### src/rtl/freq_counter_multi_if.sv
// Control and readback bundle of the multi-channel frequency counter.
// master = register/control side, slave = counter core.
interface freq_counter_multi_if #(
  parameter int NUM_CH     = 2,
  parameter int CNT_WIDTH  = 32,
  parameter int GATE_WIDTH = 26,
  parameter int SEL_WIDTH  = (NUM_CH > 1) ? $clog2(NUM_CH) : 1
);
  logic [GATE_WIDTH-1:0]       gate_cycles_i;
  logic                        mode_i;
  logic                        enable_i;
  logic                        start_i;
  logic [SEL_WIDTH-1:0]        ch_sel_i;
  logic [CNT_WIDTH-1:0]        freq_o;
  logic [NUM_CH*CNT_WIDTH-1:0] results_o;
  logic [NUM_CH-1:0]           overflow_o;
  logic                        valid_o;
  logic                        busy_o;

  modport master (
    output gate_cycles_i, mode_i, enable_i, start_i, ch_sel_i,
    input  freq_o, results_o, overflow_o, valid_o, busy_o
  );

  modport slave (
    input  gate_cycles_i, mode_i, enable_i, start_i, ch_sel_i,
    output freq_o, results_o, overflow_o, valid_o, busy_o
  );
endinterface

### src/rtl/freq_counter_multi.sv
// Multi-channel gated rising-edge counter: synchronised inputs, programmable
// gate, continuous or single-shot windows, saturating latched results.
module freq_counter_multi #(
  parameter int NUM_CH     = 2,
  parameter int CNT_WIDTH  = 32,
  parameter int GATE_WIDTH = 26
) (
  input  logic                clk,
  input  logic                reset_n,
  input  logic [NUM_CH-1:0]   sig_i,
  freq_counter_multi_if.slave bus
);
  typedef enum logic {ST_IDLE = 1'b0, ST_RUN = 1'b1} state_e;
  localparam logic [CNT_WIDTH-1:0] CNT_MAX = '1;

  state_e                state_q, state_d;
  logic [GATE_WIDTH-1:0] gate_left_q, gate_left_d, gate_init;
  logic                  mode_q, mode_d;
  logic                  valid_q, valid_d;
  logic [NUM_CH-1:0]     sync1_q, sync2_q, prev_q, edge_w;
  logic                  clear_w, count_w, load_w;
  logic                  start_go, abort_w;
  logic [CNT_WIDTH-1:0]  res_arr [NUM_CH];

  always_ff @(posedge clk) begin
    if (!reset_n) begin
      sync1_q <= '0;
      sync2_q <= '0;
      prev_q  <= '0;
    end else begin
      sync1_q <= sig_i;
      sync2_q <= sync1_q;
      prev_q  <= sync2_q;
    end
  end

  assign edge_w = sync2_q & ~prev_q;

  // A zero gate length behaves as a one-cycle window.
  assign gate_init = (bus.gate_cycles_i == '0) ? '0 : bus.gate_cycles_i - GATE_WIDTH'(1);
  assign start_go  = bus.mode_i ? bus.start_i : bus.enable_i;
  assign abort_w   = (state_q == ST_RUN) && !mode_q && !bus.enable_i && (gate_left_q != '0);

  always_comb begin
    state_d     = state_q;
    gate_left_d = gate_left_q;
    mode_d      = mode_q;
    valid_d     = 1'b0;
    clear_w     = 1'b0;
    count_w     = 1'b0;
    load_w      = 1'b0;
    case (state_q)
      ST_IDLE: begin
        clear_w = 1'b1;
        if (start_go) begin
          state_d     = ST_RUN;
          gate_left_d = gate_init;
          mode_d      = bus.mode_i;
        end
      end
      ST_RUN: begin
        if (abort_w) begin
          state_d = ST_IDLE;
          clear_w = 1'b1;
        end else if (gate_left_q != '0) begin
          count_w     = 1'b1;
          gate_left_d = gate_left_q - GATE_WIDTH'(1);
        end else begin
          // Final cycle: latch results and, in continuous mode, open the
          // next window back-to-back so no edge falls between windows.
          load_w  = 1'b1;
          valid_d = 1'b1;
          clear_w = 1'b1;
          if (!mode_q && bus.enable_i) begin
            gate_left_d = gate_init;
          end else begin
            state_d = ST_IDLE;
          end
        end
      end
      default: state_d = ST_IDLE;
    endcase
  end

  always_ff @(posedge clk) begin
    if (!reset_n) begin
      state_q     <= ST_IDLE;
      gate_left_q <= '0;
      mode_q      <= 1'b0;
      valid_q     <= 1'b0;
    end else begin
      state_q     <= state_d;
      gate_left_q <= gate_left_d;
      mode_q      <= mode_d;
      valid_q     <= valid_d;
    end
  end

  genvar gi;
  generate
    for (gi = 0; gi < NUM_CH; gi++) begin : g_ch
      logic [CNT_WIDTH-1:0] cnt_q, cnt_d, sum_w, res_q;
      logic                 ovf_q, ovf_d, hit_w, res_ovf_q;

      assign hit_w = edge_w[gi] && (cnt_q == CNT_MAX);
      assign sum_w = (edge_w[gi] && !hit_w) ? cnt_q + CNT_WIDTH'(1) : cnt_q;

      always_comb begin
        cnt_d = cnt_q;
        ovf_d = ovf_q;
        if (clear_w) begin
          cnt_d = '0;
          ovf_d = 1'b0;
        end else if (count_w) begin
          cnt_d = sum_w;
          ovf_d = ovf_q | hit_w;
        end
      end

      always_ff @(posedge clk) begin
        if (!reset_n) begin
          cnt_q     <= '0;
          ovf_q     <= 1'b0;
          res_q     <= '0;
          res_ovf_q <= 1'b0;
        end else begin
          cnt_q <= cnt_d;
          ovf_q <= ovf_d;
          if (load_w) begin
            res_q     <= sum_w;
            res_ovf_q <= ovf_q | hit_w;
          end
        end
      end

      assign res_arr[gi]                              = res_q;
      assign bus.results_o[gi*CNT_WIDTH +: CNT_WIDTH] = res_q;
      assign bus.overflow_o[gi]                       = res_ovf_q;
    end
  endgenerate

  // Out-of-range selects fall back to channel 0.
  always_comb begin
    bus.freq_o = res_arr[0];
    for (int k = 1; k < NUM_CH; k++) begin
      if (int'(bus.ch_sel_i) == k) bus.freq_o = res_arr[k];
    end
  end

  assign bus.busy_o  = (state_q == ST_RUN);
  assign bus.valid_o = valid_q;
endmodule

### src/flat_wrapper.sv
// flat-port wrapper written by rule: the top's interface ports become plain ports
module freq_counter_multi_flat 
#(
  parameter int NUM_CH     = 2,
  parameter int CNT_WIDTH  = 32,
  parameter int GATE_WIDTH = 26
)
  (clk, reset_n, sig_i, bus_gate_cycles_i, bus_mode_i, bus_enable_i, bus_start_i, bus_ch_sel_i, bus_freq_o, bus_results_o, bus_overflow_o, bus_valid_o, bus_busy_o);
  freq_counter_multi_if #(.NUM_CH(NUM_CH), .CNT_WIDTH(CNT_WIDTH), .GATE_WIDTH(GATE_WIDTH), .SEL_WIDTH((2))) bus_i ();
  input  logic clk;
  input  logic reset_n;
  input  logic [NUM_CH-1:0] sig_i;
  input wire logic [$bits(bus_i.gate_cycles_i)-1:0] bus_gate_cycles_i;
  input wire logic [$bits(bus_i.mode_i)-1:0] bus_mode_i;
  input wire logic [$bits(bus_i.enable_i)-1:0] bus_enable_i;
  input wire logic [$bits(bus_i.start_i)-1:0] bus_start_i;
  input wire logic [$bits(bus_i.ch_sel_i)-1:0] bus_ch_sel_i;
  output wire logic [$bits(bus_i.freq_o)-1:0] bus_freq_o;
  output wire logic [$bits(bus_i.results_o)-1:0] bus_results_o;
  output wire logic [$bits(bus_i.overflow_o)-1:0] bus_overflow_o;
  output wire logic [$bits(bus_i.valid_o)-1:0] bus_valid_o;
  output wire logic [$bits(bus_i.busy_o)-1:0] bus_busy_o;
  assign bus_i.gate_cycles_i = bus_gate_cycles_i;
  assign bus_i.mode_i = bus_mode_i;
  assign bus_i.enable_i = bus_enable_i;
  assign bus_i.start_i = bus_start_i;
  assign bus_i.ch_sel_i = bus_ch_sel_i;
  assign bus_freq_o = bus_i.freq_o;
  assign bus_results_o = bus_i.results_o;
  assign bus_overflow_o = bus_i.overflow_o;
  assign bus_valid_o = bus_i.valid_o;
  assign bus_busy_o = bus_i.busy_o;
  freq_counter_multi #(.NUM_CH(NUM_CH), .CNT_WIDTH(CNT_WIDTH), .GATE_WIDTH(GATE_WIDTH)) u_core (.clk(clk), .reset_n(reset_n), .sig_i(sig_i), .bus(bus_i));
endmodule
### config.mk
export PLATFORM = sky130hd
export DESIGN_NAME = freq_counter_multi_flat
export DESIGN_NICKNAME = d
export VERILOG_FILES = /design/src/rtl/freq_counter_multi_if.sv /design/src/rtl/freq_counter_multi.sv /design/src/flat_wrapper.sv
export SDC_FILE = /design/constraint.sdc
export NUM_CORES = 1
export LEC_CHECK = 0
export BUFFER_PORTS_ARGS = -buffer_cell sky130_fd_sc_hd__buf_2
export CORE_ASPECT_RATIO = 0.9
export CORE_MARGIN = 3
export CORE_UTILIZATION = 34
export DETAILED_ROUTE_END_ITERATION = 10
export MAX_ROUTING_LAYER = met4
export PLACE_DENSITY_LB_ADDON = 0.15
export SETUP_SLACK_MARGIN = 0.02
export SYNTH_ARGS = -nofsm -noshare
export SYNTH_HDL_FRONTEND = slang
export SYNTH_SLANG_ARGS = --single-unit
export TNS_END_PERCENT = 100
### constraint.sdc
create_clock -name clk -period 5.9 [get_ports clk]
set_clock_uncertainty 0.05 [all_clocks]
set_input_delay 0.885 -clock clk [delete_from_list [all_inputs] [get_ports clk]]
set_output_delay 0.885 -clock clk [all_outputs]
set_load 0.005 [all_outputs]
==> impl_metrics.tcl, run 1 <==
set metrics [dict create \
    first_global_vias 6593 \
    globalplace.congestion 0.8719 \
    grt_max_degree 88 \
    synthToLayoutAreaGrowth_pct 17.65 \
    crit_chain "inv_1 -> ha_1 -> nor3b_1 -> nand3_1 -> nor4_1 -> and3_4 -> buf_4 -> o21ai_0 -> a21oi_1" \
    period_share 0.5894 \
    via_per_inst 5.354 \
    power.share.clock 0.432 \
    ant_nets 0 \
    holdBufCountCts 0 \
    max_slew_margin 0.2953 \
    synth_edf_count 0 \
    nets 1081 \
    pwr_density_cell_mw_per_mm2 276.4 \
    cellLeakagePower_nw 3.606 \
    drive_gt1_frac 0.2076 \
    final-max-slew-violation-count 0 \
    hold_path_depth 1 \
    synthCells 937 \
    period_needed_ps 3478 \
    yosysTopAreaCell "dfxtp_1" \
    max_freq_ghz 0.2875 \
    path_delay_family "simple AND/OR/NAND/NOR gates" \
    wl_um 23620 \
    crit_path_start_kind "flop" \
    r2r_setup_slack_ps 2420 \
    synth-seq-cells 167 \
    hold_start "u_core.sync1_q[0]" \
    multi_input_area_mm2 0.004360 \
    die_w_um 167.8 \
    wl_per_cell_um 17.47 \
    synth_top_area_frac 0.4174 \
    pwr-share-comb 0.107 \
    vdd_drop_max_mv 0.1864 \
    ctsResizeCount 0 \
    finalHoldViolations 0 \
    die_y_um 151.6 \
    synthFlopType "dfxtp_1" \
    cp.arrival_ps 3790 \
    worstMarginPinSlew_ps 1055 \
    min_path_type "flop to flop" \
    core_mm2 0.02284 \
    ff_latch_area_mm2 0.003343 \
    fp-row-count 52 \
    maxCapViolations 0 \
    synthTopCellsByCount "dfxtp_1 (167), nor2_1 (116), o21ai_0 (84), a21oi_1 (71), xor2_1 (53)" \
    internal_power_w 0.001896 \
    diodes 0 \
    fillCellCount 2320 \
    cp_max_fo 87 \
    timing.rr.end "u_core.g_ch[0].res_q[2]" \
    slowest_delay_ps 800 \
    overflow 0 \
    cts_max_path_buffers 2 \
    r2r_cells 9 \
    cts-root-buf "clkbuf_16" \
    rr_startpoint "u_core.gate_left_q[0]" \
    cts_tree "built" \
    drt_pass1_iterations 5 \
    crit_type "flop to flop" \
    track_usage 0.1874 \
    synth_area_leaders "dfxtp_1 (42%), xor2_1 (5.8%), nor2_1 (5.4%)" \
    yosysMostFrequentCell "dfxtp_1" \
    clock-sinks 167 \
    min_to "u_core.sync2_q[0]" \
    dp_hpwl_um 17010 \
    setup_viol_count_final 0 \
    synthDistinctLibCells 64 \
    worst_skew_pair.late_latency_ps 430 \
    async_flop_share 0 \
    synth_nets 976 \
    sw_frac_of_total 0.2721 \
    outcome "complete, no violations" \
    ys.warnings.count 0 \
    antenna_found_initial 0 \
    io_buffers 134 \
    seq_power_share 0.461 \
    crit_path_top_delay_cell "and3_4" \
    io_pins 135 \
    drt-initial-drc-count 627 \
    critPathCaptureType "flop" \
    rsz0062_at_grt "false" \
    grt_pass1_wl_um 37000 \
    clk_pin_slew_ps 70 \
    num_vias 7239 \
    fin_util 0.4127 \
    tns_ps 0 \
    critPathRequiredTime_ps 6220 \
    numCtsBuffers 17 \
    die_area_mm2 0.02544 \
    yosysSeqAreaShare 0.4174 \
    synth_area_per_cell_um2 8.549 \
    crit_buf_inv 2 \
    syn_area_mm2 0.008010 \
    p_sw_w 0.0007088 \
    post_cts.repair.setup_buffers 0 \
    drcViolationCount 0 \
    start_util 0.3508 \
    htree_levels 4 \
]
[logic make-up after synthesis]
logic type,after synthesis,share of synthesized area
buffers and inverters,66,0.03999
flip-flops,167,0.4174
AND/OR/NAND/NOR,367,0.2393
AO/OA/AOI/OAI,214,0.1562
XOR/XNOR,82,0.08966
adder cells (fa/ha/maj),4,0.006248
multiplexers,37,0.05123
[stage by stage]
step	area [µm²]	total power, W	setup slack, ps	instances	hold slack [ps]
6_report	9424	0.002605	2422	1352	381.8
3_3_place_gp	8832	0.001502	2579	1320	372.9
4_1_cts	9424	0.002630	2473	1352	384.2
3_5_place_dp	8832	0.001498	2496	1320	368.5
2_1_floorplan	8010	0.001413	2886	937	361.9
5_1_grt	9424	0.002720	2019	1352	394.2
[how the worst max path moves through the flow]
stage                          startpoint                  endpoint  slack, ps  cells past startpoint
detailed placement  u_core.gate_left_q[0]  u_core.g_ch[0].res_q[11]       2500                      9
global route        u_core.gate_left_q[0]   u_core.g_ch[0].res_q[2]       2020                      9
global placement          bus_ch_sel_i[1]            bus_freq_o[31]       2580                      4
CTS                 u_core.gate_left_q[0]  u_core.g_ch[0].res_q[11]       2470                      9
floorplan           bus_gate_cycles_i[20]     u_core.gate_left_q[4]       2890                      7
finish              u_core.gate_left_q[0]   u_core.g_ch[0].res_q[2]       2420                      9
[state kept, by name, summed over array words and instances, names as in the netlist]
| signal | flops |
|---|---|
| u_core.bus.busy_o | 1 |
| u_core.g_ch.cnt_q | 64 |
| u_core.g_ch.res_q | 64 |
| u_core.g_ch.res_ovf_q | 2 |
| u_core.g_ch.ovf_q | 2 |
| u_core.sync1_q | 2 |
| u_core.sync2_q | 2 |
| u_core.bus.valid_o | 1 |
| u_core.mode_q | 1 |
| u_core.prev_q | 2 |
| u_core.gate_left_q | 26 |
[cells in the final DEF (no fill, tap or decap), types with 4 or more instances in the layout]
| master | count |
|---|---|
| a211oi_1 | 13 |
| nor3_1 | 28 |
| and2_1 | 11 |
| a21oi_1 | 71 |
| and3_1 | 11 |
| a32o_1 | 12 |
| or4_1 | 8 |
| o21ai_0 | 83 |
| mux2i_1 | 5 |
| clkbuf_16 | 17 |
| buf_4 | 5 |
| inv_6 | 7 |
| nor2_1 | 116 |
| xor2_1 | 53 |
| buf_2 | 134 |
| nor4_1 | 30 |
| ha_1 | 4 |
| dfxtp_1 | 167 |
| nand2_1 | 42 |
| and4_1 | 9 |
| xnor2_1 | 29 |
| or3_1 | 8 |
| nand4_1 | 31 |
| o22ai_1 | 11 |
| nand3_1 | 43 |
| inv_1 | 12 |
| mux2_2 | 32 |
[power groups by stage]
stage,Sequential (W),Combinational (W),Clock (W)
2_1_floorplan,0.00121,0.000203,0
3_3_place_gp,0.00122,0.000277,0
3_5_place_dp,0.00122,0.000275,0
4_1_cts,0.00120,0.000276,0.00116
5_1_grt,0.00120,0.000310,0.00121
6_report,0.00120,0.000279,0.00113
[layer usage]
layer  track usage  routed length [µm]  share of wire
met4       0.04867                 361          0.015
met1        0.2696               12040           0.51
met2        0.2738               10450           0.44
met3       0.03113                 762          0.032
met5             -                   0              0
[area by class of cell]
class	instances	area share
multi-input cells	704	0.4627
flip-flops and latches	167	0.3548
repair buffers	139	0.07515
clock buffers	18	0.04554
well taps	297	0.03943
clock inverters	14	0.01726
inverters	13	0.005178
No activity file was read; power rests on OpenSTA's default activity.
==> run 2, diff against run 1 <==
- clock period: 5.9 -> 2.9 ns (I/O delays scaled with it)
==> run 2 against run 1 <==
Against the previous run: fmax grew 27%; non-clock buffer count increased by 28; clock power increased by 96%; cell area is 2.4% higher; global-route usage is 0.26 points higher; sequential share of layout area is 0.84 points lower; cell count increased by 2.1%; worst hold slack worse by 220 ps.
==> impl_metrics.tcl, run 2 (same netlist as run 1, synthesis figures left out) <==
set metrics [dict create \
    drt-initial-drc-count 522 \
    grtUsageMet3 0.03243 \
    drcViolationCount 0 \
    post_cts.repair.setup_buffers 0 \
    period_share 0.9461 \
    htree_levels 4 \
    cellLeakagePower_nw 3.741 \
    maxCapViolations 0 \
    setup_viol_count_final 0 \
    worstMarginPinSlew_ps 745.0 \
    critPathRequiredTime_ps 3160 \
    outcome "complete, no violations" \
    tns_ps 0 \
    largestRegisters "u_core.g_ch.cnt_q x64, u_core.g_ch.res_q x64, u_core.gate_left_q x26" \
    numCtsBuffers 17 \
    dp_hpwl_um 17730 \
    crit_type "flop to flop" \
    cts-root-buf "clkbuf_16" \
    layout_common_cells "dfxtp_1 (167), buf_2 (134), nor2_1 (116), o21ai_0 (83), a21oi_1 (70)" \
    nets 1109 \
    wl_per_cell_um 17.38 \
    sw_frac_of_total 0.2780 \
    min_path_type "input port to flop" \
    crit_path_top_delay_cell "nor4_1" \
    pwr-share-comb 0.121 \
    crit_buf_inv 1 \
    internal_power_w 0.003818 \
    diodes 0 \
    path_delay_family "simple AND/OR/NAND/NOR gates" \
    cts_max_path_buffers 2 \
    ant_nets 0 \
    io_pins 135 \
    period_needed_ps 2744 \
    fillCellCount 2278 \
    clk_pin_slew_ps 70 \
    crit_path_start_kind "flop" \
    r2r_setup_slack_ps 160 \
    final-max-slew-violation-count 0 \
    mostFrequentLayoutCell "dfxtp_1" \
    via_per_inst 5.312 \
    core_mm2 0.02284 \
    cp_max_fo 13 \
    start_util 0.3508 \
    die_y_um 151.6 \
    multi_input_area_mm2 0.004364 \
    crit_chain "nor4_1 -> nand4_1 -> o21a_1 -> a21o_1 -> nand2_1 -> inv_1 -> a32o_1" \
    power.share.clock 0.419 \
    rsz0062_at_grt "false" \
    vdd_drop_max_mv 0.3372 \
    top_usage_layer "met1" \
    dp.cells 1348 \
    holdBufCountCts 0 \
    globalplace.congestion 0.8772 \
    finalHoldViolations 0 \
    pwr_density_cell_mw_per_mm2 547.9 \
    grt_pass1_wl_um 37390 \
    num_vias 7331 \
    antenna_found_initial 0 \
    max_slew_margin 0.4987 \
    grtUsageMet2 0.2696 \
    fp-row-count 52 \
    cp.arrival_ps 3010 \
    synthToLayoutAreaGrowth_pct 20.49 \
    drt_pass1_iterations 5 \
    finalNonFillerCells 1380 \
    p_sw_w 0.001470 \
    slowest_delay_ps 670 \
    drive_gt1_frac 0.2290 \
    max_freq_ghz 0.3645 \
    die_w_um 167.8 \
    first_global_vias 6608 \
    critPathCaptureType "flop" \
    grt_max_degree 67 \
    seq_power_share 0.460 \
    cts_tree "built" \
    io_buffers 134 \
    grt_use_met1 0.2743 \
    clock-sinks 167 \
    track_usage 0.1900 \
    die_area_mm2 0.02544 \
    overflow 0 \
    wl_um 23980 \
    worst_skew_pair.late_latency_ps 430 \
    ff_latch_area_mm2 0.003343 \
]
[run 2: worst reg2reg max path: stages (launching register included)]
cell     delay (ps)
dfxtp_1         320
nor4_1          670
nand4_1         260
o21a_1          410
a21o_1          280
nand2_1         100
inv_1           250
a32o_1          310
[run 2: worst paths after layout]
kind | start | to | cells after the start
setup / recovery | u_core.gate_left_q[12] | u_core.gate_left_q[3] | 7
setup reg to reg | u_core.gate_left_q[12] | u_core.gate_left_q[3] | 7
hold / removal | sig_i[0] | u_core.sync1_q[0] | 2
hold reg to reg | u_core.sync1_q[1] | u_core.sync2_q[1] | 1
[run 2: final cells by class]
class                      instances  share of cell area
clock inverter                    14             0.01439
inverter                          13            0.005056
tap                              297             0.03850
timing repair buffer             167             0.09904
clock buffer                      18             0.04446
multi-input combinational        704              0.4522
sequential                       167              0.3464
[run 2: stage by stage]
step / hold WS [ps] / setup WS, ps / utilization / total power (W) / cell area, µm²
finish: 165.4 / 156.4 / 0.4226 / 0.005288 / 9652
detailed placement: 380.8 / 102.3 / 0.3976 / 0.003112 / 9080
CTS: 148.8 / 293.5 / 0.4225 / 0.005329 / 9648
floorplan: 361.9 / 335.6 / - / 0.002875 / 8010
global placement: 373.5 / 102.6 / 0.3976 / 0.003112 / 9080
global route: 170.9 / 76.45 / 0.4226 / 0.005504 / 9652
[run 2: what timing repair did]
| action | 4_1_cts | 5_1_grt |
|---|---|---|
| endpoints found under the setup margin | 0 | 1 |
| gates resized for setup | 0 | 1 |
| hold endpoints to repair | 0 | 0 |
[run 2: power groups by stage]
stage	logic (W)	registers, W	clock network (W)
2_1_floorplan	0.000412	0.00246	0
3_3_place_gp	0.000630	0.00248	0
3_5_place_dp	0.000631	0.00248	0
4_1_cts	0.000632	0.00243	0.00227
5_1_grt	0.000710	0.00244	0.00235
6_report	0.000638	0.00243	0.00222
[run 2: metal layers]
metal / part of all wire / up-vias / routed length (µm)
li1: - / 3681 / -
met1: 0.51 / 3477 / 12170
met2: 0.44 / 146 / 10480
met3: 0.033 / 27 / 796
met4: 0.023 / 0 / 545
met5: 0 / - / 0
